File: src/rtl/prog_loader_pkg.sv
// prog_loader_pkg: shared constants and state encoding for the program loader
package prog_loader_pkg;
    localparam int BYTE_W         = 8;
    localparam int WORD_W         = 32;
    localparam int BYTES_PER_WORD = WORD_W / BYTE_W;
    localparam int BCNT_W         = $clog2(BYTES_PER_WORD);
    localparam int HDR_W          = 16;
    typedef logic [2:0] state_t;
    localparam state_t ST_IDLE = 3'd0;
    localparam state_t ST_HDR  = 3'd1;
    localparam state_t ST_DATA = 3'd2;
    localparam state_t ST_CSUM = 3'd3;
    localparam state_t ST_RUN  = 3'd4;
    localparam state_t ST_ERR  = 3'd5;
endpackage

File: src/rtl/loader_word_asm.sv
// loader_word_asm: collects accepted bytes little-endian into a 32-bit word
//   i_clk, i_rst_n  clock, async active-low reset
//   i_clr           drop any partial word and restart the byte count
//   i_accept        a byte is taken this edge
//   i_byte          incoming byte
//   o_cnt           bytes of the current word taken so far
//   o_word          assembly register (first byte ends up in bits 7:0)
//   o_done          high for one cycle after the 4th byte of a word is taken
module loader_word_asm
    import prog_loader_pkg::*;
(
    input  logic              i_clk,
    input  logic              i_rst_n,
    input  logic              i_clr,
    input  logic              i_accept,
    input  logic [BYTE_W-1:0] i_byte,
    output logic [BCNT_W-1:0] o_cnt,
    output logic [WORD_W-1:0] o_word,
    output logic              o_done
);
    logic [BCNT_W-1:0] r_cnt;
    logic [WORD_W-1:0] r_word;
    logic              r_done;

    // Shifting right places the first byte of four at bits 7:0.
    always_ff @(posedge i_clk or negedge i_rst_n) begin
        if (!i_rst_n) begin
            r_cnt  <= '0;
            r_word <= '0;
            r_done <= 1'b0;
        end else if (i_clr) begin
            r_cnt  <= '0;
            r_word <= '0;
            r_done <= 1'b0;
        end else begin
            r_done <= i_accept && (r_cnt == BCNT_W'(BYTES_PER_WORD - 1));
            if (i_accept) begin
                r_cnt  <= r_cnt + 1'b1;
                r_word <= {i_byte, r_word[WORD_W-1:BYTE_W]};
            end
        end
    end

    assign o_cnt  = r_cnt;
    assign o_word = r_word;
    assign o_done = r_done;
endmodule

File: src/rtl/prog_loader.sv
// prog_loader: receives a length-prefixed byte stream and writes it into instruction memory
//   clk_i, rst_i                     clock, async active-low reset
//   load_req_i                       start a new load (honoured in IDLE/RUN/ERR)
//   in_valid_i, in_data_i, in_ready_o  byte stream handshake
//   imem_we_o, imem_addr_o, imem_data_o  instruction-memory write port
//   start_o, busy_o, err_o, words_o  CPU start, load active, error, words written
//   Build option LOADER_CHECKSUM_EN adds an XOR checksum trailer check.
module prog_loader
    import prog_loader_pkg::*;
#(
    parameter int MEM_WORDS = 256,
    parameter int AW        = $clog2(MEM_WORDS)
) (
    input  logic              clk_i,
    input  logic              rst_i,
    input  logic              load_req_i,
    input  logic              in_valid_i,
    input  logic [BYTE_W-1:0] in_data_i,
    output logic              in_ready_o,
    output logic              imem_we_o,
    output logic [AW-1:0]     imem_addr_o,
    output logic [WORD_W-1:0] imem_data_o,
    output logic              start_o,
    output logic              busy_o,
    output logic              err_o,
    output logic [HDR_W-1:0]  words_o
);
`ifdef LOADER_CHECKSUM_EN
    localparam state_t ST_AFTER_DATA = ST_CSUM;
    logic [WORD_W-1:0] r_acc;
`else
    localparam state_t ST_AFTER_DATA = ST_RUN;
`endif

    state_t            r_state;
    logic [HDR_W-1:0]  r_n;
    logic [HDR_W-1:0]  r_words;
    logic [AW-1:0]     r_addr;
    logic [BCNT_W-1:0] w_cnt;
    logic [WORD_W-1:0] w_word;
    logic              w_done;
    logic              w_acc;
    logic              w_load;
    logic              w_hdr_done;
    logic [HDR_W-1:0]  w_hdr_n;
    logic              w_hdr_bad;
    logic              w_fin;
    logic              w_last;
    logic              w_we;

    assign w_acc      = in_valid_i && in_ready_o;
    assign w_load     = load_req_i && (r_state == ST_IDLE || r_state == ST_RUN || r_state == ST_ERR);
    // The first header byte has been shifted to the top of the assembly register.
    assign w_hdr_n    = {in_data_i, w_word[WORD_W-1:WORD_W-BYTE_W]};
    assign w_hdr_done = (r_state == ST_HDR) && w_acc && (w_cnt == BCNT_W'(1));
    assign w_hdr_bad  = (w_hdr_n == '0) || ({16'b0, w_hdr_n} > 32'(MEM_WORDS));
    assign w_fin      = (r_state == ST_DATA) && w_acc && (w_cnt == BCNT_W'(BYTES_PER_WORD - 1));
    // All N words counted: the final write pulse is pending, so stop taking bytes.
    assign w_last     = (r_state == ST_DATA) && (r_words == r_n);
    assign w_we       = w_done && (r_state == ST_DATA);

    loader_word_asm u_asm (
        .i_clk    (clk_i),
        .i_rst_n  (rst_i),
        .i_clr    (w_load || w_hdr_done),
        .i_accept (w_acc),
        .i_byte   (in_data_i),
        .o_cnt    (w_cnt),
        .o_word   (w_word),
        .o_done   (w_done)
    );

    always_ff @(posedge clk_i or negedge rst_i) begin
        if (!rst_i) begin
            r_state <= ST_IDLE;
            r_n     <= '0;
            r_words <= '0;
            r_addr  <= '0;
`ifdef LOADER_CHECKSUM_EN
            r_acc   <= '0;
`endif
        end else if (w_load) begin
            r_state <= ST_HDR;
            r_n     <= '0;
            r_words <= '0;
            r_addr  <= '0;
`ifdef LOADER_CHECKSUM_EN
            r_acc   <= '0;
`endif
        end else begin
            if (w_hdr_done) begin
                r_n     <= w_hdr_n;
                r_state <= w_hdr_bad ? ST_ERR : ST_DATA;
            end
            // Address holds the index of the word being written while words_o already counts it.
            if (w_fin) begin
                r_words <= r_words + 1'b1;
                r_addr  <= r_words[AW-1:0];
            end
            if (w_we && w_last)
                r_state <= ST_AFTER_DATA;
`ifdef LOADER_CHECKSUM_EN
            if (w_we)
                r_acc <= r_acc ^ w_word;
            if (r_state == ST_CSUM && w_done)
                r_state <= (w_word == r_acc) ? ST_RUN : ST_ERR;
`endif
        end
    end

    assign in_ready_o  = (r_state == ST_HDR || r_state == ST_CSUM || r_state == ST_DATA) && !w_last;
    assign busy_o      = r_state == ST_HDR || r_state == ST_DATA || r_state == ST_CSUM;
    assign imem_we_o   = w_we;
    assign imem_addr_o = r_addr;
    assign imem_data_o = w_word;
    assign start_o     = r_state == ST_RUN;
    assign err_o       = r_state == ST_ERR;
    assign words_o     = r_words;
endmodule
File: config.mk
export PLATFORM = sky130hd
export DESIGN_NAME = prog_loader
export DESIGN_NICKNAME = d
export VERILOG_FILES = /design/src/rtl/prog_loader_pkg.sv /design/src/rtl/loader_word_asm.sv /design/src/rtl/prog_loader.sv
export SDC_FILE = /design/constraint.sdc
export NUM_CORES = 1
export LEC_CHECK = 0
export BUFFER_PORTS_ARGS = -buffer_cell sky130_fd_sc_hd__buf_2
export CORE_ASPECT_RATIO = 1.2
export CORE_MARGIN = 4
export CORE_UTILIZATION = 55
export CTS_BUF_LIST = sky130_fd_sc_hd__clkbuf_8 sky130_fd_sc_hd__clkbuf_16
export CTS_CLUSTER_SIZE = 25
export DETAILED_ROUTE_END_ITERATION = 8
export GPL_ROUTABILITY_DRIVEN = 1
export PLACE_DENSITY = 0.86
export SETUP_SLACK_MARGIN = 0.1
export SKIP_CTS_REPAIR_TIMING = 1
export SLEW_MARGIN = 20
export SYNTH_ARGS = -nofsm -noshare
export SYNTH_HDL_FRONTEND = slang
export SYNTH_HIERARCHICAL = 1
export SYNTH_SLANG_ARGS = --single-unit
File: constraint.sdc
create_clock -name clk_i -period 2.7 [get_ports clk_i]
set_input_delay 0.135 -clock clk_i [delete_from_list [all_inputs] [get_ports clk_i]]
set_output_delay 0.135 -clock clk_i [all_outputs]
set_load 0.02 [all_outputs]
Yosys cells after proc, flatten, opt, wreduce, memory -nomap -nowiden
Cells that the tools add are included.
Storage, ports and cells
  output and inout port bits: 61
  register bits after elaboration: 78
  word-level logic and storage cells: 59
Cells by class
  muxes and demuxes: 15
  $add $sub $neg: 2
  $lt $le $gt $ge: 1
  equal/unequal tests: 8
  reduce and logical (&&, ||, !) cells: 26
Operators with widths (number)
  $mux W16: 4
  $mux W32: 2
  $add A16 B1 Y16 const B: 1
  $eq A16 B16 Y1: 1
  $gt A16 B9 Y1 const B: 1
  $logic_not A16 Y1: 1
  $mux W8: 2
  $mux W3: 4
  $logic_and A1 B1 Y1: 11
  $logic_or A1 B1 Y1: 8
  $eq A3 B2 Y1 const B: 2
  $eq A3 B3 Y1 const B: 2
  $reduce_bool A2 Y1: 3
  $mux W2: 2
  $eq A3 B1 Y1 const B: 1
  $logic_not A3 Y1: 1
  $reduce_bool A3 Y1: 1
  $add A2 B1 Y2 const B: 1
  $eq A2 B1 Y1 const B: 1
  $eq A2 B2 Y1 const B: 1
  $logic_not A1 Y1: 1
  $mux W1: 1

Longest topological paths before layout
Gate-level depths: netlist of run 1.
  depth in word-level cells: 10
  gate-level depth with buffers: 13

Hierarchy
Netlist of run 1, hierarchy kept.
Modules (own cells, without submodules)
  prog_loader: area an instance 2343.5 um^2, cells an instance 256, instances 1
  loader_word_asm: area an instance 1456.4 um^2, cells an instance 114, instances 1

Worst setup path after synthesis of run 1
OpenSTA, ideal clock, no wires.
  path type: register -> register
  from: register r_words[3], in the netlist words_o[3]
  to: register u_asm.r_cnt[0], in the netlist u_asm/o_cnt[0]
  cell stages (with the launch flop): 14
  path buffers: 5
  slack: 0.021 ns
  required time: 2.580 ns
  data arrival time: 2.560 ns
  cells stage by stage: dfrtp_1 -> buf_6 -> xnor2_1 -> nand4_1 -> or4_4 -> nor4_4 -> buf_6 -> buf_6 -> nor3_1 -> and2_1 -> buf_6 -> buf_12 -> xnor2_1 -> nor2_2
Between the ends
  word-level cells in the longest chain between the ends: 9
Ends and longest elaborated chain
  from (decl): line prog_loader.sv:37  | logic [HDR_W-1:0] r_words;
  from (signal assigned): line prog_loader.sv:97  | r_words <= r_words + 1'b1;
  $eq A16 B16 Y1 (*): line prog_loader.sv:59  | assign w_last = (r_state == ST_DATA) && (r_words == r_n);
  $logic_and A1 B1 Y1 (*): line prog_loader.sv:59
  $logic_not A1 Y1 (*): line prog_loader.sv:111  | assign in_ready_o = (r_state == ST_HDR || r_state == ST_CSUM || r_state == ST_DATA) && !w_last;
  $logic_and A1 B1 Y1 (*): line prog_loader.sv:111
  net in_ready_o: line prog_loader.sv:19  | output logic in_ready_o,
  $logic_and A1 B1 Y1 (*): line prog_loader.sv:51  | assign w_acc = in_valid_i && in_ready_o;
  net w_acc: line prog_loader.sv:42  | logic w_acc;
  $logic_and A1 B1 Y1 (2 in series): line prog_loader.sv:55  | assign w_hdr_done = (r_state == ST_HDR) && w_acc && (w_cnt == BCNT_W'(1));
  $logic_or A1 B1 Y1: line prog_loader.sv:65  | .i_clr (w_load || w_hdr_done),
  $mux W2 / $reduce_bool A2 Y1 (equally long branches)
  to (signal assigned): line loader_word_asm.sv:38  | r_cnt <= r_cnt + 1'b1;
  to (decl): line loader_word_asm.sv:21  | logic [BCNT_W-1:0] r_cnt;
The timed path passes the listed nets; every way through them passes the cells marked *.
A chain may end at the register's enable or synchronous reset.

Worst setup path after layout of run 1
  from: register r_words[5], in the netlist words_o[5]
  to: register u_asm.r_word[4], in the netlist u_asm/o_word[4]
Between the ends
  word-level cells in the longest chain between the ends: 9
Ends and longest elaborated chain
  $eq A16 B16 Y1 (*): line prog_loader.sv:59
  $logic_and A1 B1 Y1 (*): line prog_loader.sv:59
  $logic_not A1 Y1 (*): line prog_loader.sv:111
  $logic_and A1 B1 Y1 (*): line prog_loader.sv:111
  $logic_and A1 B1 Y1 (*): line prog_loader.sv:51
  net w_acc: line prog_loader.sv:42
  $logic_and A1 B1 Y1 (2 in series): line prog_loader.sv:55
  $logic_or A1 B1 Y1: line prog_loader.sv:65
  $mux W32 / $reduce_bool A2 Y1 (equally long branches)
  to (signal assigned): line loader_word_asm.sv:39  | r_word <= {i_byte, r_word[WORD_W-1:BYTE_W]};
  to (decl): line loader_word_asm.sv:22  | logic [WORD_W-1:0] r_word;
Marks and branches as above.

==> results.md, run 1 <==
- Global-route wire length before repair: 14.0 mm
- Root Driver: clkbuf_8
- Die footprint: 8310 sq um
- Violation count after the first detailed-route iteration: 164
- DR DRC count: 0
- Reg2reg path depth: 7
- RR Startpoint: words_o[5]
- Util after Layout: 66.6%
- Total GRT Usage: 20.7%
- Min Clock Period, post-route: 2280 ps
- Placed Cells: 512
- Crit path max fanout: 35
- Final Non-Filler Cells: 527
- Port Buffers: 72
- Die Wd: 83.9 um
- Synthesized area: 3800 sq um
- Layout fillers: 547
- Arrival time at the worst endpoint: 2500 ps
- Main synth FF type: dfrtp_1
- Seq/Total Area, Yosys: 51.4%
- Commonest cells post-synth: dfrtp_1 (78), nand2_1 (62), mux2i_1 (43), nor2_1 (41), o21ai_0 (17)
- Post-synthesis cell type with the largest combined area: dfrtp_1
- Status: finished, violations left
- Vias post-DR: 2987
- Layout cells sized above 1: 23.3%
- Routability Congestion: 0.894
- Vias in the first global route: 2911
- HPWL after detailed placement: 5.72 mm
- Clk sinks: 78
- Clock Skew: 7.79 ps
- Pwr Density: 912 nW/um^2
- HP Class: input port to async pin
- WL/cell: 15.9 um
- Final Slew Violations: 0
- CTS Buffer Depth: 2
- Async SR Flop Fraction: 100%
- Worst vdd ir: 698 uV
- CP Capture Type: register
- Post-route clock period utilization: 84.6%
- F_max: 438 MHz
- Largest net degree at the start of global routing: 79
- H-tree levels: 3
- # diodes: 0
- Failing checks: hold timing
- Synth warn: 6
- Synthesized Nets: 384
- Antenna violations before repair: 0
- Worst slew pin tran: 949 ps
- Setup-failing EPs final: 0
- Chip height: 99.1 um
- DR pass1 iterations: 4
- Starting Density: 57.9%
- Lkg Pwr: 0.00215 uW
- Cells after synthesis: 370
- Overflow after GRT: 0
- Fin. Hold Viols: 78
- Reg clk slew, reported paths: 80 ps
- WL final: 8.35 mm
- Crit start category: register
- Antenna-violating nets left: 0
- Rel. slew slack: 36.8%
- Setup Crit Path Kind: register to register
- Syn Area/Cell: 10.3 sq um
- Fin Hold WS: -68.9 ps
- Area share of the largest cell type after synthesis: 51.4%
- Skew-Pair Late Insertion Delay: 340 ps
- Setup TNS Final: 0 ps
- Core area: 6570 sq um
- Data required, critical path: 2920 ps
- #FFs+latches synth: 78
- Final #Nets: 452
- Most common cell in the netlist: dfrtp_1
- Post-synth EDFFs: 0
- Reg2reg end: u_asm/o_word[4]
- CTS buffer count: 9
- Synth unique cells: 42
- TritonCTS clock tree: done
- RSZ-0062 raised after global routing: no
- Area growth syn-to-layout: 15.1%
- R2R Setup Slk: 420 ps
- Area contributors post-synth: dfrtp_1 (51%), mux2i_1 (11%), nand2_1 (6.1%), nor2_1 (4.1%), xnor2_1 (3.5%)
- Max Cap Viol: 0
- Io pins: 73
- Vias per Instance: 5.67
- Row cnt: 32
==> metrics by stage <==
step	total power, uW	hold slack, ps	instance area (sq um)	setup WS, ps
CTS	4020	-30.4	4370	174
floorplan	2670	-161	3800	119
finish	3990	-68.9	4380	417
global placement	2990	341	4150	262
detailed placement	3040	346	4150	217
global route	4220	20.9	4380	262
==> report_power, final <==
part           switching [uW]  total, uW  internal, uW
clock                     408        971           563
combinational             813       1310           494
sequential                263       1710          1450
total                    1480       3990          2510
==> flip-flops by register name, summed over array words and instances, names as in the netlist <==
signal and count:
u_asm/o_cnt 2, imem_addr_o 8, r_n 16, r_state 3, words_o 16, u_asm/o_done 1
u_asm/o_word 32
==> cell families after synthesis <==
group	synth area share [%]
fa+ha+maj	0.658
simple gates	20.1
mux	11.3
compound gates	6.82
flops	51.4
buf+inv	5.40
xor+xnor	4.38
==> cells in the final DEF, fill, tap and decap left out, types with 6 or more instances in the layout <==
cell type / Yosys / routed
dfrtp_1: 78 / 77
buf_2: 4 / 71
nand2_1: 62 / 62
mux2i_1: 43 / 43
nor2_1: 41 / 41
o21ai_0: 17 / 17
xnor2_1: 15 / 15
clkbuf_8: 0 / 11
nand4_1: 8 / 8
inv_1: 7 / 8
buf_4: 1 / 8
nand3_1: 6 / 6
==> layer usage <==
layer / global-route usage, % / vias to the layer above / wire, um
li1: - / 1410 / -
met1: 27.5 / 1451 / 3500
met2: 32.4 / 113 / 4110
met3: 4.60 / 13 / 604
met4: 9.41 / 0 / 141
met5: 0 / - / 0
==> area by class of cell <==
class | instances | area, sq um | area share [%]
inverters | 7 | 26.3 | 0.601
multi-input cells | 263 | 1650 | 37.7
flip-flops and latches | 78 | 1950 | 44.6
clock inverters | 4 | 71.3 | 1.63
repair buffers | 79 | 415 | 9.49
clock buffers | 11 | 151 | 3.46
well taps | 85 | 106 | 2.43
==> worst max path at each step <==
stage                     startpoint              end  slack [ps]  cells past startpoint
after floorplan           words_o[3]   u_asm/o_cnt[0]         120                     13
after global placement    words_o[5]   u_asm/o_cnt[0]         260                      7
after detailed placement  words_o[5]  u_asm/o_word[4]         220                      7
after CTS                 words_o[5]  u_asm/o_word[4]         170                      7
after global routing      words_o[5]  u_asm/o_word[4]         260                      7
final                     words_o[5]  u_asm/o_word[4]         420                      7
==> worst max-delay path, stage by stage (launching register included) <==
cell	delay (ps)
dfrtp_1	450
xor2_1	210
or4_4	570
nor4_4	160
nor3_1	90
and2_4	330
mux2i_1	260
nor2_1	60
Power figures use the tool's default switching activity.
==> run 2, diff against run 1 <==
--- a/config.mk
+++ b/config.mk
@@ -5,15 +5,16 @@
 export SDC_FILE = /design/constraint.sdc
 export NUM_CORES = 1
 export LEC_CHECK = 0
+export ABC_AREA = 1
 export BUFFER_PORTS_ARGS = -buffer_cell sky130_fd_sc_hd__buf_2
 export CORE_ASPECT_RATIO = 1.2
 export CORE_MARGIN = 4
-export CORE_UTILIZATION = 55
+export CORE_UTILIZATION = 50
 export CTS_BUF_LIST = sky130_fd_sc_hd__clkbuf_8 sky130_fd_sc_hd__clkbuf_16
 export CTS_CLUSTER_SIZE = 25
 export DETAILED_ROUTE_END_ITERATION = 8
 export GPL_ROUTABILITY_DRIVEN = 1
-export PLACE_DENSITY = 0.86
+export PLACE_DENSITY = 0.83
 export SETUP_SLACK_MARGIN = 0.1
 export SKIP_CTS_REPAIR_TIMING = 1
 export SLEW_MARGIN = 20
==> constraint.sdc (replaced) <==
create_clock -name clk_i -period 1.9 [get_ports clk_i]
set_input_delay 0.095 -clock clk_i [delete_from_list [all_inputs] [get_ports clk_i]]
set_output_delay 0.095 -clock clk_i [all_outputs]
set_load 0.02 [all_outputs]
==> run 2 against run 1 <==
The flow finishes with violations (hold timing, setup timing). Register-to-register slack worse by 440 ps. Routed wire length grew 42%. Design area up 16%. Via count increased by 34%. Non-clock buffer count is 35 higher. Sequential share of layout area is 6.0 points lower. Combinational power increased by 89%. First-iteration DRC count is 130% higher. Synthesized cell count increased by 37%. Global-route usage up 1.8 points. Critical endpoint is now u_asm/o_word[10]. Largest cell class unchanged. Highest routed layer unchanged.
==> results.md, run 2 <==
- Synth unique cells: 30
- Final Non-Filler Cells: 708
- Crit path max fanout: 8
- Total power: 5910 uW
- Min Clock Period, post-route: 1930 ps
- DR DRC count: 0
- Synth warn: 6
- Number of flip-flops in the largest register: 32
- Rel. slew slack: 46.5%
- Syn Area/Cell: 7.80 sq um
- Violation count after the first detailed-route iteration: 380
- Worst slew pin tran: 802 ps
- Commonest cells post-synth: nand2_1 (184), dfrtp_1 (78), nand3_1 (67), inv_1 (40), nor2_1 (34)
- Vias in the first global route: 3644
- Overflow after GRT: 0
- Status: finished, violations left
- RSZ-0062 raised after global routing: yes
- Global-route wire length before repair: 16.8 mm
- Row cnt: 35
- RR Startpoint: r_state[2]
- Die footprint: 9410 sq um
- Max Cap Viol: 0
- Critical Path Start: r_state[2]
- Port Buffers: 72
- Most common cell in the netlist: nand2_1
- Async SR Flop Fraction: 100%
- CP Capture Type: register
- Die Wd: 89.2 um
- Post-route clock period utilization: 101%
- HP Class: input port to register
- Placed Cells: 670
- Largest net degree at the start of global routing: 64
- Vias post-DR: 4013
- TritonCTS clock tree: done
- Root Driver: clkbuf_8
- Antenna violations before repair: 0
- Area growth syn-to-layout: 28.3%
- Io pins: 73
- DR pass1 iterations: 5
- H-tree levels: 3
- CTS buffer count: 9
- Worst vdd ir: 828 uV
- Antenna-violating nets left: 0
- Data required, critical path: 2190 ps
- F_max: 519 MHz
- WL final: 11.8 mm
- Routability Congestion: 0.943
- CTS Buffer Depth: 2
- Hold path start: in_data_i[1]
- Final #Nets: 625
- Most frequent cells in the layout: nand2_1 (156), buf_2 (71), dfrtp_1 (69)
- Total GRT Usage: 22.4%
- R2R Setup Slk: -30 ps
- Chip height: 105 um
- Synthesized area: 3960 sq um
- WL/cell: 16.7 um
- Arrival time at the worst endpoint: 2220 ps
- Failing checks: hold timing, setup timing
- Fin. Hold Viols: 1
- Setup-failing EPs final: 2
- Clk sinks: 78
- Commonest non-fill, non-tap cell in the layout: nand2_1
- Fin Hold WS: -5.52 ps
- Seq/Total Area, Yosys: 49.3%
- Reg clk slew, reported paths: 80 ps
- Post-synth EDFFs: 0
- HPWL after detailed placement: 7.10 mm
- #FFs+latches synth: 78
- # diodes: 0
- Vias per Instance: 5.67
- Lkg Pwr: 0.00278 uW
- Cells after synthesis: 508
- Area share of the largest cell type after synthesis: 49.3%
- Skew-Pair Late Insertion Delay: 360 ps
- Core area: 7710 sq um
- Synthesized Nets: 522
- Main synth FF type: dfrtp_1
- Crit start category: register
- Final worst slack: -28.1 ps
- Area contributors post-synth: dfrtp_1 (49%), nand2_1 (17%), nand3_1 (8.5%), inv_1 (3.8%), nor2_1 (3.2%)
- Pwr Density: 1160 nW/um^2
- Clock Skew: 17.3 ps
- Layout fillers: 582
- Starting Density: 51.4%
- Setup Crit Path Kind: register to register
- Post-synthesis cell type with the largest combined area: dfrtp_1
- Final Slew Violations: 0
- Layout cells sized above 1: 32.0%
-- run 2: cell types whose count changed after synthesis, moves of 5 or more --
cell and change:
clkbuf_1 -5, o21ai_1 +7, o21ai_0 -16, o22ai_1 +8, nand2_1 +122, inv_2 +11, buf_2 +7, nand3_1 +61
nor2_1 -7, xnor2_1 -15, mux2i_1 -43, nor3_1 +5, xor2_1 +8, inv_1 +33
-- run 2: worst max-delay path: stages (launching register included) --
cell and delay [ps]:
dfrtp_2 460, nor3_4 240, nand3_2 120, nor2_2 120
nand3_2 130, nand3_2 100, inv_2 50, nor2_4 270
clkbuf_16 220, nand2_2 50, nand2_1 90
-- run 2: final timing paths --
kind	to	cells after the start
worst max register to register	u_asm/o_word[10]	10
worst min-delay path	r_n[9]	3
worst min register to register	u_asm/o_word[4]	2
worst max-delay path	u_asm/o_word[10]	10
min in group asynchronous	words_o[8]	2
max in group asynchronous	u_asm/o_word[19]	3
-- run 2: report_power, final --
part	internal, uW	switching, uW	leakage (uW)
logic	856	1610	0.00161
registers	1910	296	0.00106
clock network	600	637	0.000102
total	3370	2540	0.00278
-- run 2: routing by layer --
layer | share of wire [%] | GRT usage, %
met5 | 0 | 0
met4 | 3.2 | 7.34
met3 | 6.9 | 5.47
met2 | 50 | 35.3
met1 | 40 | 30.1
-- run 2: kinds of logic (layout without fill, tap and decap cells) --
logic type	after synthesis	after routing	share of synthesized area (%)
adders and majority gates	2	2	0.632
DFF	78	78	49.3
and+or+nand+nor	314	314	34.9
AOI/OAI and AO/OA	24	24	3.57
buffers and inverters	78	186	9.00
xor gates and xnor gates	12	12	2.65
-- run 2: layout make-up --
cell class | count | area (sq um) | share of cell area (%)
Clock buffer | 9 | 124 | 2.44
Clock inverter | 7 | 67.6 | 1.33
Inverter | 56 | 223 | 4.38
Multi-Input combinational cell | 352 | 1790 | 35.3
Sequential cell | 78 | 1960 | 38.6
Tap cell | 92 | 115 | 2.27
Timing Repair Buffer | 114 | 795 | 15.6
-- run 2: metrics by stage --
stage                     instance area (sq um)  hold WS (ps)  TNS, ps  setup slack (ps)  util [%]
after global routing                       5080          22.3    -2020              -109      65.9
after floorplan                            4000          -201        0               104         -
after CTS                                  4660          -136    -22.1             -15.6      60.5
after detailed placement                   4470           236        0              29.3      58.0
final                                      5080         -5.52    -29.1             -28.1      65.9
after global placement                     4470           220        0              91.3      58.0
